`src/rtl/wb_arbiter_pkg.sv`:
```
// Shared writeback-stage types: micro-op descriptor, FIFO entry, grant source.
package wb_arbiter_pkg;

    localparam int unsigned REG_IDX_W = 5;
    localparam int unsigned XLEN      = 32;

    typedef struct packed {
        logic [REG_IDX_W-1:0] rd;
        logic                 is_store;
        logic                 is_load;
    } uop_t;

    typedef struct packed {
        logic [XLEN-1:0] data;
        uop_t            uop;
    } wb_entry_t;

    typedef enum logic [1:0] {
        GRANT_NONE = 2'd0,
        GRANT_LSU  = 2'd1,
        GRANT_ALU  = 2'd2
    } grant_e;

    // Stores and writes to x0 retire without touching the register file.
    function automatic logic writes_rf(input uop_t u);
        return !u.is_store && (u.rd != '0);
    endfunction

endpackage

```
`src/rtl/wb_fifo.sv`:
```
// Parameterised synchronous FIFO with occupancy count and empty/full flags.
// Read data is the current head, available combinationally.
module wb_fifo #(
    parameter int unsigned WIDTH = 32,
    parameter int unsigned DEPTH = 4
) (
    input  logic                   clk,
    input  logic                   rst,
    input  logic                   push,
    input  logic [WIDTH-1:0]       wdata,
    input  logic                   pop,
    output logic [WIDTH-1:0]       rdata,
    output logic [$clog2(DEPTH):0] count,
    output logic                   empty,
    output logic                   full
);

    localparam int unsigned PTR_W = $clog2(DEPTH);
    localparam int unsigned CNT_W = PTR_W + 1;

    logic [WIDTH-1:0] mem [DEPTH];
    logic [PTR_W-1:0] wr_ptr;
    logic [PTR_W-1:0] rd_ptr;
    logic             do_pop;

    assign do_pop = pop && !empty;
    assign rdata  = mem[rd_ptr];
    assign empty  = (count == '0);
    assign full   = (count == CNT_W'(DEPTH));

    // Storage array; contents need no reset since count gates visibility.
    always_ff @(posedge clk) begin
        if (push) begin
            mem[wr_ptr] <= wdata;
        end
    end

    // Pointers wrap naturally at the power-of-two depth; count tracks occupancy.
    always_ff @(posedge clk) begin
        if (rst) begin
            wr_ptr <= '0;
            rd_ptr <= '0;
            count  <= '0;
        end else begin
            if (push) begin
                wr_ptr <= wr_ptr + PTR_W'(1);
            end
            if (do_pop) begin
                rd_ptr <= rd_ptr + PTR_W'(1);
            end
            case ({push, do_pop})
                2'b10:   count <= count + CNT_W'(1);
                2'b01:   count <= count - CNT_W'(1);
                default: count <= count;
            endcase
        end
    end

    // Overflow is an upstream protocol error; the FIFO makes no attempt to recover.
    a_no_overflow: assert property (@(posedge clk) disable iff (rst) !(push && full && !pop))
        else $error("wb_fifo: push while full without pop");

endmodule

```
`src/rtl/wb_arbiter.sv`:
```
// Writeback arbiter: merges buffered LSU completions and handshaked ALU
// results onto the single register-file write port, with ALU anti-starvation.
module wb_arbiter
    import wb_arbiter_pkg::*;
#(
    parameter int unsigned LSU_Q_DEPTH = 4,
    parameter int unsigned STARVE_MAX  = 3
) (
    input  logic                 clk,
    input  logic                 rst,
    input  logic                 i_lsu_valid,
    input  logic [XLEN-1:0]      i_lsu_data,
    input  uop_t                 i_lsu_uop,
    output logic                 o_lsu_hold,
    input  logic                 i_alu_valid,
    output logic                 o_alu_ready,
    input  logic [XLEN-1:0]      i_alu_result,
    input  uop_t                 i_alu_uop,
    output logic                 o_rf_we,
    output logic [REG_IDX_W-1:0] o_rf_waddr,
    output logic [XLEN-1:0]      o_rf_wdata,
    output logic                 o_fwd_valid,
    output logic [REG_IDX_W-1:0] o_fwd_rd,
    output logic [XLEN-1:0]      o_fwd_data,
    output logic                 o_retire_valid,
    output uop_t                 o_retire_uop
);

    localparam int unsigned CNT_W = $clog2(LSU_Q_DEPTH) + 1;
    localparam int unsigned STV_W = (STARVE_MAX < 1) ? 1 : $clog2(STARVE_MAX + 1);

    wb_entry_t        q_in;
    wb_entry_t        q_head;
    logic [CNT_W-1:0] q_count;
    logic             q_empty;
    logic             q_full;
    logic             q_pop;

    logic [STV_W-1:0] starve_cnt;
    logic             starve_at_max;
    logic             force_alu;
    grant_e           grant;
    logic [XLEN-1:0]  sel_data;
    uop_t             sel_uop;

    assign q_in = '{data: i_lsu_data, uop: i_lsu_uop};

    wb_fifo #(
        .WIDTH($bits(wb_entry_t)),
        .DEPTH(LSU_Q_DEPTH)
    ) u_lsu_q (
        .clk   (clk),
        .rst   (rst),
        .push  (i_lsu_valid),
        .wdata (q_in),
        .pop   (q_pop),
        .rdata (q_head),
        .count (q_count),
        .empty (q_empty),
        .full  (q_full)
    );

    assign o_lsu_hold    = (q_count >= CNT_W'(LSU_Q_DEPTH - 1));
    assign starve_at_max = (starve_cnt == STV_W'(STARVE_MAX));
    // A completely full queue must drain first, or the next LSU pulse would overflow.
    assign force_alu     = i_alu_valid && starve_at_max && !q_full;

    // One grant per cycle: queued LSU results first, unless the ALU has starved.
    always_comb begin
        grant = GRANT_NONE;
        if (rst) begin
            grant = GRANT_NONE;
        end else if (!q_empty && !force_alu) begin
            grant = GRANT_LSU;
        end else if (force_alu || (i_alu_valid && q_empty)) begin
            grant = GRANT_ALU;
        end
    end

    assign o_alu_ready = (grant == GRANT_ALU);
    assign q_pop       = (grant == GRANT_LSU);

    // Select the winning source's result and descriptor.
    always_comb begin
        sel_data = '0;
        sel_uop  = '0;
        case (grant)
            GRANT_LSU: begin
                sel_data = q_head.data;
                sel_uop  = q_head.uop;
            end
            GRANT_ALU: begin
                sel_data = i_alu_result;
                sel_uop  = i_alu_uop;
            end
            default: ;
        endcase
    end

    // Count consecutive cycles a valid ALU result is refused, saturating at the limit.
    always_ff @(posedge clk) begin
        if (rst) begin
            starve_cnt <= '0;
        end else if (i_alu_valid && !o_alu_ready) begin
            if (!starve_at_max) begin
                starve_cnt <= starve_cnt + STV_W'(1);
            end
        end else begin
            starve_cnt <= '0;
        end
    end

    // Register the granted write and retire; everything clears when idle.
    always_ff @(posedge clk) begin
        if (rst || grant == GRANT_NONE) begin
            o_rf_we        <= 1'b0;
            o_rf_waddr     <= '0;
            o_rf_wdata     <= '0;
            o_retire_valid <= 1'b0;
            o_retire_uop   <= '0;
        end else begin
            o_rf_we        <= writes_rf(sel_uop);
            o_rf_waddr     <= sel_uop.rd;
            o_rf_wdata     <= sel_data;
            o_retire_valid <= 1'b1;
            o_retire_uop   <= sel_uop;
        end
    end

    assign o_fwd_valid = o_rf_we;
    assign o_fwd_rd    = o_rf_waddr;
    assign o_fwd_data  = o_rf_wdata;

endmodule

```
`config.mk`:
```
export PLATFORM = sky130hd
export DESIGN_NAME = wb_arbiter
export DESIGN_NICKNAME = d
export VERILOG_FILES = /design/src/rtl/wb_arbiter_pkg.sv /design/src/rtl/wb_fifo.sv /design/src/rtl/wb_arbiter.sv
export SDC_FILE = /design/constraint.sdc
export NUM_CORES = 1
export LEC_CHECK = 0
export BUFFER_PORTS_ARGS = -buffer_cell sky130_fd_sc_hd__buf_4
export CAP_MARGIN = 20
export CORE_MARGIN = 2
export CORE_UTILIZATION = 49
export CTS_CLUSTER_DIAMETER = 30
export CTS_CLUSTER_SIZE = 10
export DETAILED_ROUTE_END_ITERATION = 10
export PLACE_DENSITY = 0.76
export RECOVER_POWER = 50
export SYNTH_ARGS = -nofsm -noshare
export SYNTH_HDL_FRONTEND = slang
export SYNTH_SLANG_ARGS = --single-unit
```
`constraint.sdc`:
```
create_clock -name clk -period 3.15 [get_ports clk]
set_input_delay 0.945 -clock clk [delete_from_list [all_inputs] [get_ports clk]]
set_output_delay 0.945 -clock clk [all_outputs]
set_load 0.01 [all_outputs]
```
==> impl_metrics.py, run 1 <==
metrics = {
    "floorplan": {
        "dieArea_mm2": 0.0169,
        "die_w_um": 130,
        "initial_core_util": 0.496,
        "io_pins": 168,
        "core_area_mm2": 0.0157,
        "die_h_um": 130,
        "rows": 46,
    },
    "sta": {
        "worst_pin_slew_ns": 1.37,
        "min_period_ns": 2.86,
        "fin_ws_ns": 0.294,
        "period_share": 0.907,
        "final-hold-violation-count": 0,
        "slew_headroom": 0.0894,
        "fin_hold_ws_ns": 0.506,
        "maxSlewViolCount": 0,
        "rsz0062_at_grt": "no",
        "setup_viol": 0,
        "fin_setup_tns_ns": 0,
        "max_freq_ghz": 0.350,
        "fin_skew_ns": 0.0176,
    },
    "synthesis": {
        "ys_dominant_reg_cell": "edfxtp_1",
        "synth_top_area_cell": "edfxtp_1",
        "async_reset_ff_frac": 0,
        "syn_area_per_cell_um2": 19.2,
        "synth_edf_count": 156,
        "synth_area_mm2": 0.00779,
        "synth_top_area_share": 0.601,
        "syn_inst": 406,
        "ys_types": 36,
        "yosysSeqAreaShare": 0.735,
        "synth_nets": 495,
        "synth_seq_cells": 208,
        "ys_warn_count": 0,
        "synth_area_leaders": "edfxtp_1, dfxtp_1, mux4_2",
    },
    "place": {
        "dp.final_hpwl_mm": 9.48,
        "dp.cells": 740,
        "dp_slack_ns": 0.427,
        "gp_congestion": 0.724,
        "port_buffers": 167,
    },
    "routing": {
        "num_vias": 4211,
        "avgRoutedWirePerCell_um": 19.2,
        "ant_nets": 0,
        "wirelength_mm": 15.5,
        "vias_per_cell": 5.20,
        "dr.pass1.iters": 4,
        "drc": 0,
        "drt_iter0_markers": 182,
    },
    "clocking": {
        "cts.sink_count": 208,
        "clkTransAtPathRegs_ns": 0.05,
        "hold_buffers": 0,
        "postCtsResizedCells": 0,
        "cts-root-buf": "clkbuf_16",
        "numCtsBuffers": 38,
        "cts_tree": "built",
        "clkLatencyLatePin_ns": 0.50,
        "clk_path_buf_depth": 3,
        "postCtsSetupRepairBufs": 0,
        "htree_levels": 2,
    },
    "hold_path": {
        "hp-class": "register to register",
    },
    "setup_path": {
        "path_cells": "clkbuf_1 > nand2b_1 > a21oi_4 > buf_4",
        "cpMaxStageDelayCell": "clkbuf_1",
        "cp_max_fo": 15,
        "arrival_ns": 1.91,
        "end_kind": "primary output",
        "setup.worst_path.start_class": "primary input",
        "worstSetupPathType": "primary input to primary output",
        "crit_buf_inv": 2,
        "required_ns": 2.20,
        "slowest_delay_ns": 0.44,
        "path_delay_family": "buffers and inverters",
    },
    "power_and_ir_drop": {
        "peakVddDrop_mv": 0.600,
        "leakagePower_uw": 0.00382,
        "p_per_area_mw_per_mm2": 951,
        "total_power_uw": 9700,
    },
    "finish": {
        "areaGrowthSynthToFinish_pct": 30.9,
        "final_nets": 653,
        "instances_no_fill": 810,
        "layout-drive-gt1-share": 0.408,
    },
    "job": {
        "drv_cap": 0,
    },
    "outcome": {
        "outcome": "complete, no violations",
    },
    "global_route": {
        "grtUsageTotal": 0.184,
        "grt_start_max_net_pins": 40,
        "overflow": 0,
        "grt_pass1_wl_mm": 23.1,
        "antenna_found_initial": 2,
        "grt_pass1_vias": 4332,
    },
}
[tightest hold or removal path: stages (launching register included)]
cell     delay (ns)
dfxtp_1        0.32
xnor2_1        0.11
nor2_1         0.04
[layout make-up]
class / count / area (um2)
Antenna cell: 1 / 2.50
Clock buffer: 49 / 1040
Clock inverter: 20 / 287
Fill cell: 1130 / 5510
Inverter: 8 / 30.0
Multi-Input combinational cell: 129 / 1630
Sequential cell: 208 / 5730
Tap cell: 216 / 270
Timing Repair Buffer: 179 / 1200
[logic make-up after synthesis]
family          count (synthesis)  synth area share
flops                         208             0.735
buf+inv                        69            0.0572
compound gates                 50            0.0544
mux                            41             0.115
simple gates                   25            0.0191
fa+ha+maj                       7            0.0122
xor+xnor                        6           0.00675
[through the flow]
step / utilization / area (um2)
3_3_place_gp: 0.575 / 9040
3_5_place_dp: 0.575 / 9040
6_report: 0.649 / 10200
4_1_cts: 0.660 / 10400
5_1_grt: 0.649 / 10200
2_1_floorplan: - / 7790
[cells in the final DEF (no fill, tap or decap), types with 2 or more instances in the layout]
cell        instances
edfxtp_1          156
buf_4             133
clkbuf_1           52
dfxtp_1            50
clkbuf_16          40
mux4_2             39
a22o_1             36
nor2_1             11
inv_1               8
clkinv_2            8
bufinv_16           7
ha_1                6
and2_0              4
xnor2_1             3
xor2_1              3
or3_1               2
a21o_1              2
a21oi_1             2
mux2i_1             2
a211oi_1            2
inv_6               2
clkinvlp_4          2
buf_12              2
[sequential cells by signal (all words and copies together), names as in the netlist, named ones only]
register and flops:
u_lsu_q.mem 156, o_fwd_data 32, o_retire_uop 7, u_lsu_q.count 3, starve_cnt 2, u_lsu_q.rd_ptr 2, u_lsu_q.wr_ptr 2, o_fwd_valid 1
o_retire_valid 1
[worst paths after layout]
kind | start | endpoint | slack (ns) | cells after the start
min reg2reg | u_lsu_q.rd_ptr[1] | register | 0.51 | 2
min | u_lsu_q.rd_ptr[1] | register | 0.51 | 2
max reg2reg | u_lsu_q.wr_ptr[1] | u_lsu_q.mem[1][8] | 0.68 | 4
max | rst | o_alu_ready | 0.29 | 4
[power by group]
part	switching [uW]	internal [uW]
Clock	1280	2910
Sequential	212	3300
Combinational	927	1080
[layer usage]
layer	vias to the layer above	track usage	share of wire	wire length, um
met5	-	0	0	0
met4	0	0.0708	0.022	347
met3	28	0.0566	0.081	1250
met2	173	0.298	0.48	7440
met1	2119	0.237	0.42	6500
li1	1891	-	-	-
[synth_stat cells, types with 2 or more instances]
master / number
xnor2_1: 3
dfxtp_1: 52
a22o_1: 36
mux4_2: 39
inv_1: 8
buf_4: 43
edfxtp_1: 156
ha_1: 6
or3_1: 2
clkbuf_1: 7
a21oi_1: 3
and2_1: 4
xor2_1: 3
mux2i_1: 2
a21o_1: 2
a211oi_1: 2
nor2_1: 11
buf_6: 2
buf_2: 8
(Power assumes the default switching activity.)
==> run 2, diff against run 1 <==
--- a/config.mk
+++ b/config.mk
@@ -5,6 +5,7 @@
 export SDC_FILE = /design/constraint.sdc
 export NUM_CORES = 1
 export LEC_CHECK = 0
+export ABC_AREA = 1
 export BUFFER_PORTS_ARGS = -buffer_cell sky130_fd_sc_hd__buf_4
 export CAP_MARGIN = 20
 export CORE_MARGIN = 2
@@ -12,6 +13,7 @@
 export CTS_CLUSTER_DIAMETER = 30
 export CTS_CLUSTER_SIZE = 10
 export DETAILED_ROUTE_END_ITERATION = 10
+export GPL_TIMING_DRIVEN = 0
 export PLACE_DENSITY = 0.76
 export RECOVER_POWER = 50
 export SYNTH_ARGS = -nofsm -noshare
==> impl_metrics.py, run 2 <==
metrics = {
    "outcome": {
        "outcome": "complete, no violations",
    },
    "global_route": {
        "grt_util_met2": 0.372,
        "grt_pass1_vias": 5658,
        "grtUsageTotal": 0.211,
        "grt_pass1_wl_mm": 28.7,
        "antenna_found_initial": 0,
        "overflow": 0,
        "grt_use_met1": 0.253,
        "gr-usage-met3": 0.0450,
        "grt_start_max_net_pins": 26,
        "grt.busiest_layer": "met2",
    },
    "synthesis": {
        "synth_top_area_cell": "edfxtp_1",
        "ys_types": 25,
        "syn_inst": 629,
        "ys_warn_count": 0,
        "synth_area_mm2": 0.00804,
        "synth_seq_cells": 208,
        "synth_top_area_share": 0.583,
        "ys_dominant_reg_cell": "edfxtp_1",
        "syn_area_per_cell_um2": 12.8,
        "yosysSeqAreaShare": 0.712,
        "synth.most_common_cell": "edfxtp_1",
        "synth_area_leaders": "edfxtp_1, dfxtp_1, buf_4",
        "synth_nets": 718,
        "synth_edf_count": 156,
        "synth_common_cells": "edfxtp_1, nor2_1, o21ai_0",
        "async_reset_ff_frac": 0,
    },
    "power_and_ir_drop": {
        "p_per_area_mw_per_mm2": 868,
        "peakVddDrop_mv": 0.531,
        "leakagePower_uw": 0.00436,
    },
    "sta": {
        "fin_skew_ns": 0.00967,
        "min_period_ns": 3.05,
        "final-hold-violation-count": 0,
        "period_share": 0.967,
        "fin_setup_tns_ns": 0,
        "slew_headroom": 0.466,
        "max_freq_ghz": 0.328,
        "maxSlewViolCount": 0,
        "worst_pin_slew_ns": 0.800,
        "rsz0062_at_grt": "no",
        "setup_viol": 0,
    },
    "routing": {
        "num_vias": 5559,
        "wirelength_mm": 18.8,
        "drc": 0,
        "dr.pass1.iters": 5,
        "vias_per_cell": 5.15,
        "avgRoutedWirePerCell_um": 17.4,
        "ant_nets": 0,
        "drt_iter0_markers": 451,
    },
    "clocking": {
        "clkLatencyLatePin_ns": 0.49,
        "postCtsResizedCells": 0,
        "cts-root-buf": "clkbuf_16",
        "numCtsBuffers": 36,
        "cts.sink_count": 208,
        "postCtsSetupRepairBufs": 0,
        "cts_tree": "built",
        "hold_buffers": 0,
        "clkTransAtPathRegs_ns": 0.05,
        "clk_path_buf_depth": 3,
        "htree_levels": 2,
    },
    "floorplan": {
        "core_area_mm2": 0.0159,
        "rows": 46,
        "io_pins": 168,
        "die_h_um": 132,
        "dieArea_mm2": 0.0175,
        "initial_core_util": 0.504,
        "die_w_um": 132,
    },
    "setup_path": {
        "arrival_ns": 2.10,
        "cp_max_fo": 10,
        "setup.worst_path.start_class": "primary input",
        "end_kind": "primary output",
        "required_ns": 2.20,
        "r2r_cells": 12,
        "worstSetupPathType": "primary input to primary output",
    },
    "finish": {
        "fin_util": 0.669,
        "areaGrowthSynthToFinish_pct": 32.7,
        "layout_common_cells": "buf_4, edfxtp_1, nor2_1",
        "layout-drive-gt1-share": 0.305,
        "n_fill_cell": 1137,
        "final_common_cell": "buf_4",
        "regMostFlops": "u_lsu_q.mem",
        "largest_reg_flops": 156,
        "final_nets": 927,
    },
    "place": {
        "gp_congestion": 0.767,
        "port_buffers": 167,
        "dp.final_hpwl_mm": 12.0,
    },
    "hold_path": {
        "hp-class": "register to register",
        "min_path_cells": 2,
    },
    "job": {
        "drv_cap": 0,
    },
}
==> run 2: changes by cell type in the layout (fill, tap and decap cells not counted), sizes merged, moves of 7 or more <==
cell	previous run	this run
nor2	11	83
o21ai	2	77
a21oi	3	10
o22ai	0	33
mux4	39	0
buf	135	196
nand2	0	45
inv	10	40
nand3	0	15
==> run 2: routing by layer <==
layer	share of wire	up-vias
met5	0	-
met4	0.021	0
met3	0.077	35
met2	0.50	232
met1	0.40	2667
li1	-	2625
==> run 2: where the power goes <==
part	internal (uW)	leakage (uW)	switching, uW
Sequential	3240	0.00186	131
Combinational	1030	0.00193	1090
Clock	2520	0.000573	1250
==> run 2: path summary, 6_finish.rpt <==
path	endpoint	slack (ns)	start
hold reg to reg	u_lsu_q.rd_ptr[1]	0.48	u_lsu_q.rd_ptr[1]
hold / removal	u_lsu_q.rd_ptr[1]	0.48	u_lsu_q.rd_ptr[1]
setup / recovery	o_alu_ready	0.10	rst
setup reg to reg	u_lsu_q.count[2]	0.56	starve_cnt[0]
==> run 2: critical path, stage by stage <==
cell and delay (ns):
clkbuf_1 0.11, nor2_1 0.36, nand2_2 0.14, inv_2 0.21
buf_6 0.19, buf_4 0.14
==> run 2: final cells by class <==
cell class / count / area [um2] / share of cell area
flip-flops and latches: 208 / 5730 / 0.537
diodes: 1 / 2.50 / 0.000235
multi-input cells: 307 / 1630 / 0.153
repair buffers: 171 / 1160 / 0.109
clock buffers: 44 / 972 / 0.0911
inverters: 39 / 146 / 0.0137
well taps: 216 / 270 / 0.0253
clock inverters: 19 / 218 / 0.0204
plain buffers: 75 / 537 / 0.0503
==> run 2: cells by family (layout without fill, tap and decap cells) <==
| logic type | count (synthesis) | count (layout) | share of synthesized area |
|---|---|---|---|
| AO/OA/AOI/OAI | 154 | 154 | 0.117 |
| XOR/XNOR | 1 | 1 | 0.00109 |
| adder cells (fa/ha/maj) | 7 | 7 | 0.0118 |
| buffers and inverters | 114 | 348 | 0.0850 |
| flip-flops | 208 | 208 | 0.712 |
| multiplexers | 1 | 1 | 0.00124 |
| other | 0 | 1 | 0 |
| AND/OR/NAND/NOR | 144 | 144 | 0.0724 |
==> run 2: per-stage QoR <==
step	power (uW)	hold WS (ns)	setup WS [ns]	instances	instance area [um2]
after CTS	9320	0.472	0.101	1079	10800
final	9260	0.477	0.104	1080	10700
after floorplan	4600	0.441	0.590	629	8040
after global routing	9600	0.503	0.0205	1079	10700
after global placement	5480	0.457	0.126	1012	9570
after detailed placement	5570	0.463	0.0471	1016	9650
